$ cat src/rtl/maze_step_controller.sv
// maze_step_controller
//   Sequences one agent action at a time against the maze map memory.
//   Computes the candidate cell with a boundary check, reads the cell code
//   when the move stays on the grid, and reports the resulting state,
//   reward and episode-termination status. Owns the agent position, the
//   per-episode step count and the completed-episode count.
//
// Ports
//   clk, rst        rising-edge clock, synchronous active-high reset
//   act_valid/ready action handshake; act is one-hot {right,left,down,up}
//   map_rd_en       read strobe to map memory, map_addr = row*GRID_W+col
//   map_rd_data     cell code, valid the cycle after map_rd_en
//   resp_valid      one-cycle pulse, step result valid
//   state           current agent state
//   next_state      resulting state of last step (held until next result)
//   reward          signed reward of last step
//   done/done_cause episode ended by last step; 0 none 1 goal 2 trap 3 timeout
//   step_count      steps taken in current episode
//   episode_count   completed episodes (wrapping)
module maze_step_controller #(
  parameter int unsigned       GRID_W      = 5,
  parameter int unsigned       GRID_H      = 5,
  parameter int unsigned       START_STATE = 0,
  parameter int unsigned       MAX_STEPS   = 50,
  parameter logic signed [7:0] R_STEP      = -8'sd1,
  parameter logic signed [7:0] R_WALL      = -8'sd5,
  parameter logic signed [7:0] R_GOAL      = 8'sd10,
  parameter logic signed [7:0] R_TRAP      = -8'sd10
) (
  input  logic        clk,
  input  logic        rst,
  input  logic        act_valid,
  output logic        act_ready,
  input  logic [3:0]  act,
  output logic        map_rd_en,
  output logic [6:0]  map_addr,
  input  logic [3:0]  map_rd_data,
  output logic        resp_valid,
  output logic [6:0]  state,
  output logic [6:0]  next_state,
  output logic [7:0]  reward,
  output logic        done,
  output logic [1:0]  done_cause,
  output logic [7:0]  step_count,
  output logic [15:0] episode_count
);

  // Start row/col are elaboration-time constants, so no hardware divider.
  localparam logic [6:0] W7        = 7'(GRID_W);
  localparam logic [6:0] LAST_ROW  = 7'(GRID_H - 1);
  localparam logic [6:0] LAST_COL  = 7'(GRID_W - 1);
  localparam logic [6:0] START_ST  = 7'(START_STATE);
  localparam logic [6:0] START_ROW = 7'(START_STATE / GRID_W);
  localparam logic [6:0] START_COL = 7'(START_STATE % GRID_W);
  localparam logic [7:0] MAX_ST    = 8'(MAX_STEPS);

  typedef enum logic [2:0] {IDLE, CHECK, READ, WAIT, RESP} fsm_e;

  fsm_e        fsm_q, fsm_d;
  logic [3:0]  act_q, act_d;
  logic [6:0]  row_q, row_d, col_q, col_d, state_q, state_d;
  logic [6:0]  cand_row_q, cand_row_d, cand_col_q, cand_col_d;
  logic [6:0]  addr_q, addr_d;
  logic [6:0]  ns_q, ns_d, ns_row_q, ns_row_d, ns_col_q, ns_col_d;
  logic [7:0]  reward_q, reward_d;
  logic        done_q, done_d;
  logic [1:0]  cause_q, cause_d;
  logic [7:0]  step_q, step_d;
  logic [15:0] epi_q, epi_d;

  // Candidate cell for the captured action. Address is derived from the
  // current state by +/-1 or +/-GRID_W rather than a multiply.
  logic       oob;
  logic [6:0] c_row, c_col, c_addr;

  always_comb begin
    oob    = 1'b0;
    c_row  = row_q;
    c_col  = col_q;
    c_addr = state_q;
    case (act_q)
      4'b0001: begin
        if (row_q == '0) oob = 1'b1;
        else begin
          c_row  = row_q - 7'd1;
          c_addr = state_q - W7;
        end
      end
      4'b0010: begin
        if (row_q == LAST_ROW) oob = 1'b1;
        else begin
          c_row  = row_q + 7'd1;
          c_addr = state_q + W7;
        end
      end
      4'b0100: begin
        if (col_q == '0) oob = 1'b1;
        else begin
          c_col  = col_q - 7'd1;
          c_addr = state_q - 7'd1;
        end
      end
      4'b1000: begin
        if (col_q == LAST_COL) oob = 1'b1;
        else begin
          c_col  = col_q + 7'd1;
          c_addr = state_q + 7'd1;
        end
      end
      default: oob = 1'b1; // not one-hot
    endcase
  end

  // Step result is latched on the edge entering RESP, from either the
  // short path (CHECK) or the map path (WAIT).
  logic       res_load, res_move;
  logic [7:0] res_reward;
  logic [1:0] res_cause;
  logic [7:0] new_cnt;

  always_comb begin
    fsm_d      = fsm_q;
    act_d      = act_q;
    row_d      = row_q;
    col_d      = col_q;
    state_d    = state_q;
    cand_row_d = cand_row_q;
    cand_col_d = cand_col_q;
    addr_d     = addr_q;
    ns_d       = ns_q;
    ns_row_d   = ns_row_q;
    ns_col_d   = ns_col_q;
    reward_d   = reward_q;
    done_d     = done_q;
    cause_d    = cause_q;
    step_d     = step_q;
    epi_d      = epi_q;
    res_load   = 1'b0;
    res_move   = 1'b0;
    res_reward = R_WALL;
    res_cause  = 2'd0;
    new_cnt    = step_q + 8'd1;

    case (fsm_q)
      IDLE: begin
        if (act_valid) begin
          act_d = act;
          fsm_d = CHECK;
        end
      end
      CHECK: begin
        if (oob) begin
          res_load = 1'b1;
        end else begin
          cand_row_d = c_row;
          cand_col_d = c_col;
          addr_d     = c_addr;
          fsm_d      = READ;
        end
      end
      READ: fsm_d = WAIT;
      WAIT: begin
        res_load = 1'b1;
        case (map_rd_data)
          4'd1: res_reward = R_WALL;
          4'd2: begin
            res_move   = 1'b1;
            res_reward = R_GOAL;
            res_cause  = 2'd1;
          end
          4'd3: begin
            res_move   = 1'b1;
            res_reward = R_TRAP;
            res_cause  = 2'd2;
          end
          default: begin
            res_move   = 1'b1;
            res_reward = R_STEP;
          end
        endcase
      end
      RESP: begin
        if (done_q) begin
          state_d = START_ST;
          row_d   = START_ROW;
          col_d   = START_COL;
          step_d  = '0;
          epi_d   = epi_q + 16'd1;
        end else begin
          state_d = ns_q;
          row_d   = ns_row_q;
          col_d   = ns_col_q;
          step_d  = new_cnt;
        end
        fsm_d = IDLE;
      end
      default: fsm_d = IDLE;
    endcase

    if (res_load) begin
      fsm_d    = RESP;
      reward_d = res_reward;
      if (res_move) begin
        ns_d     = addr_q;
        ns_row_d = cand_row_q;
        ns_col_d = cand_col_q;
      end else begin
        ns_d     = state_q;
        ns_row_d = row_q;
        ns_col_d = col_q;
      end
      // Goal/trap outrank timeout on the same step.
      if (res_cause != 2'd0) begin
        done_d  = 1'b1;
        cause_d = res_cause;
      end else if (new_cnt == MAX_ST) begin
        done_d  = 1'b1;
        cause_d = 2'd3;
      end else begin
        done_d  = 1'b0;
        cause_d = 2'd0;
      end
    end
  end

  always_ff @(posedge clk) begin
    if (rst) begin
      fsm_q      <= IDLE;
      act_q      <= '0;
      row_q      <= START_ROW;
      col_q      <= START_COL;
      state_q    <= START_ST;
      cand_row_q <= START_ROW;
      cand_col_q <= START_COL;
      addr_q     <= '0;
      ns_q       <= START_ST;
      ns_row_q   <= START_ROW;
      ns_col_q   <= START_COL;
      reward_q   <= '0;
      done_q     <= 1'b0;
      cause_q    <= '0;
      step_q     <= '0;
      epi_q      <= '0;
    end else begin
      fsm_q      <= fsm_d;
      act_q      <= act_d;
      row_q      <= row_d;
      col_q      <= col_d;
      state_q    <= state_d;
      cand_row_q <= cand_row_d;
      cand_col_q <= cand_col_d;
      addr_q     <= addr_d;
      ns_q       <= ns_d;
      ns_row_q   <= ns_row_d;
      ns_col_q   <= ns_col_d;
      reward_q   <= reward_d;
      done_q     <= done_d;
      cause_q    <= cause_d;
      step_q     <= step_d;
      epi_q      <= epi_d;
    end
  end

  assign act_ready     = (fsm_q == IDLE);
  assign map_rd_en     = (fsm_q == READ);
  assign resp_valid    = (fsm_q == RESP);
  assign map_addr      = addr_q;
  assign state         = state_q;
  assign next_state    = ns_q;
  assign reward        = reward_q;
  assign done          = done_q;
  assign done_cause    = cause_q;
  assign step_count    = step_q;
  assign episode_count = epi_q;

endmodule

$ cat config.mk
export PLATFORM = sky130hd
export DESIGN_NAME = maze_step_controller
export DESIGN_NICKNAME = d
export VERILOG_FILES = /design/src/rtl/maze_step_controller.sv
export SDC_FILE = /design/constraint.sdc
export NUM_CORES = 1
export LEC_CHECK = 0
export ABC_AREA = 1
export BUFFER_PORTS_ARGS = -buffer_cell sky130_fd_sc_hd__buf_4
export CAP_MARGIN = 10
export CORE_ASPECT_RATIO = 1.4
export CORE_MARGIN = 2
export CORE_UTILIZATION = 49
export CTS_CLUSTER_DIAMETER = 60
export DETAILED_ROUTE_END_ITERATION = 8
export PLACE_DENSITY_LB_ADDON = 0.2
export SLEW_MARGIN = 0
export SYNTH_ARGS = -nofsm -noshare
export SYNTH_HDL_FRONTEND = slang
export SYNTH_SLANG_ARGS = --single-unit
export TNS_END_PERCENT = 30
$ cat constraint.sdc
create_clock -name clk -period 4.25 [get_ports clk]
set_input_delay 1.275 -clock clk [delete_from_list [all_inputs] [get_ports clk]]
set_output_delay 1.275 -clock clk [all_outputs]
set_load 0.1 [all_outputs]
==> impl_results.md <==
* Critical Path Start Type: flop
* Vias post-DR at between 5,000 and 6,000
* Largest register FFs at 16
* Final GP Congestion at ~0.9
* CP arrival at approximately 1.5 ns
* Max Fanout on Critical Path at 3
* Fraction of layout cells with a size suffix above 1 at 0.138
* CTS hold repair buffers at 0
* Num CTS Buffers at 9
* Largest area contributor in the netlist: dfxtp_1
* Synth warn at 0
* Most frequent cell after synthesis: nand2_1
* Worst hold path depth at 2
* Final worst-path cycle share at 0.642
* Number of synthesized flops with an enable pin at 0
* Drt drc at 0
* R2r setup slk at 1.77 ns
* Worst-path clk slew at 0.07 ns
* Avg Cell Area, Syn at between 6 and 7 um^2
* Status: finished clean
* CP Capture Type: primary output
* Antenna diodes at 0
* HP Class: reg2reg
* Synth area leaders: dfxtp_1 35%, nand2_1 19%, nor2_1 6.4%
* Setup TNS at 0 ns
* Synth Area in Compound Gates at 0.120
* Final wirelength at about 16 mm
* DRT Pass-1 Iters at 5
* Area delta synth->final at 14.5%
* Later-pin clock latency in the skew report at ~0.35 ns
* RSZ-0062 raised after global routing: no
* Core Area at about 12,000 um^2
* Largest net degree at the start of global routing at 44
* Min cycle time layout at 2.73 ns
* Commonest cells post-synth: 296 x nand2_1, 102 x dfxtp_1, 101 x nor2_1, 76 x inv_1, 71 x nand3_1
* Req. time, crit path at between 2 and 3 ns
* Leak at between 3 and 4 nW
* Ys async rst share at 0
* Syn_nets at 940
* Fin nets at 987
* Mux cell area share after synthesis at 0
* Rows at 47
* Routed Antenna Nets at 0
* Die Y-Extent at roughly 130 um
* Fin Hold WS at ~0.45 ns
* Simple-gate portion of the synthesized area at 0.391
* Yosys reg bits at between 100 and 150
* Vias in the first global route at about 5,600
* PortBufs at 69
* Slew HR at 0.266
* H-tree levels at 3
* Grt ovf at 0
* R2R cell count at 13
* Skew final at about 0.0079 ns
* Max-slew violation count at 0
* Main combinational cell family by area after synthesis: simple AND/OR/NAND/NOR gates
* WL/cell at 14.3 um
* Clk sinks at 102
* Cts repair resizes at 0
* Max cap viols at 0
* Setup Viol. Count Final at 0
* Cell Pwr Density at about 430 nW/um^2
* Max frequency at between 300 and 400 MHz
* DR iter-0 viols at about 350
* Worst vdd ir at approximately 0.00043 V
* Estimated wirelength of the detail-placed design at 11.0 mm
* Sequential fraction of the synthesis area at 0.346
* GRT Util Overall at 0.247
* Worst-Margin Slew at roughly 1.1 ns
* Mapped Cells at slightly above 900
* Initial antenna violation count at 0
* CTS Buffer Depth at 2
* Via density at 5.26
* Worst Setup Path Type: reg2out
* First-pass GRT wire length at between 20 and 30 mm
* Adder-cell share of the synthesized area at 0.0233
* Distinct cell type count after synthesis at 36
* Ys flop type: dfxtp_1
* Root Buffer: clkbuf_16
* Initial core utilization at 0.501
* I/O pins at 70
* Synth Area in XOR/XNOR at 0.0312
* Fin. Hold Viols at 0
* CTS tree: yes
* Synth top area share at 0.346
* Post-CTS setup buffer count at 0
* Die W at around 97 um
* Die area at approximately 13,000 um^2
* Post-synthesis cell area at slightly below 6000 um^2
-- final timing paths --
kind                    start     endpoint
setup / recovery     fsm_q[2]    act_ready
hold / removal    ns_col_q[5]  ns_col_q[5]
setup reg to reg     row_q[0]     fsm_q[0]
hold reg to reg   ns_col_q[5]  ns_col_q[5]
-- per-layer routing --
metal / global-route usage / part of all wire
met5: 0 / 0
met4: 0.109 / 0.031
met3: 0.0433 / 0.039
met2: 0.445 / 0.50
met1: 0.287 / 0.43
-- metrics by stage --
| step | utilization | setup slack [ns] | area (um^2) | total power, mW | std cells |
|---|---|---|---|---|---|
| 2_1_floorplan | - | 1.14 | 5900 | 1.85 | 918 |
| 3_3_place_gp | 0.548 | 1.30 | 6440 | 2.04 | 1101 |
| 3_5_place_dp | 0.548 | 1.26 | 6440 | 2.05 | 1101 |
| 4_1_cts | 0.574 | 1.50 | 6760 | 2.91 | 1117 |
| 5_1_grt | 0.574 | 1.44 | 6760 | 3.01 | 1117 |
| 6_report | 0.574 | 1.52 | 6760 | 2.90 | 1117 |
-- cells in the final DEF, fill, tap and decap left out, types with 2 or more instances in the layout --
master     count
nor2_4         8
inv_2          9
o21ai_1        9
a21oi_1       46
nand2_1      296
nand2_2       15
ha_1          11
clkinv_2       2
o211ai_1       9
nor2_2         4
o21ai_0       55
nand3_1       71
xnor2_1        4
o22ai_1        2
clkbuf_8       2
dfxtp_1      102
clkbuf_16      9
xor2_1        17
nor2_1       100
nand4_1       18
inv_1         76
clkinv_4       2
o221ai_1       3
buf_4         73
nor3_1        11
nand2_4        4
-- where the power goes --
part / switching [mW] / total [mW] / internal, mW
sequential: 0.0472 / 1.07 / 1.03
clock: 0.389 / 0.879 / 0.490
combinational: 0.761 / 0.951 / 0.190
total: 1.20 / 2.90 / 1.71
-- critical path: stages, from the launching register on --
cell and delay (ns):
dfxtp_1 0.34, nor2_1 0.15, inv_1 0.08, nor2_1 0.19
buf_4 0.34
-- logic make-up after synthesis --
| family | Yosys count |
|---|---|
| adders and majority gates | 11 |
| AOI/OAI and AO/OA | 130 |
| and+or+nand+nor | 531 |
| xor gates and xnor gates | 21 |
| buffers and inverters | 123 |
| DFF | 102 |
-- final cells by class --
type / instances / area (um^2)
Fill cell: 1203 / 5010
Timing Repair Buffer: 73 / 548
Tap cell: 147 / 184
Sequential cell: 102 / 2040
Clock buffer: 11 / 253
Multi-Input combinational cell: 693 / 3350
Inverter: 86 / 323
Clock inverter: 5 / 57.6
(Power assumes the default switching activity.)
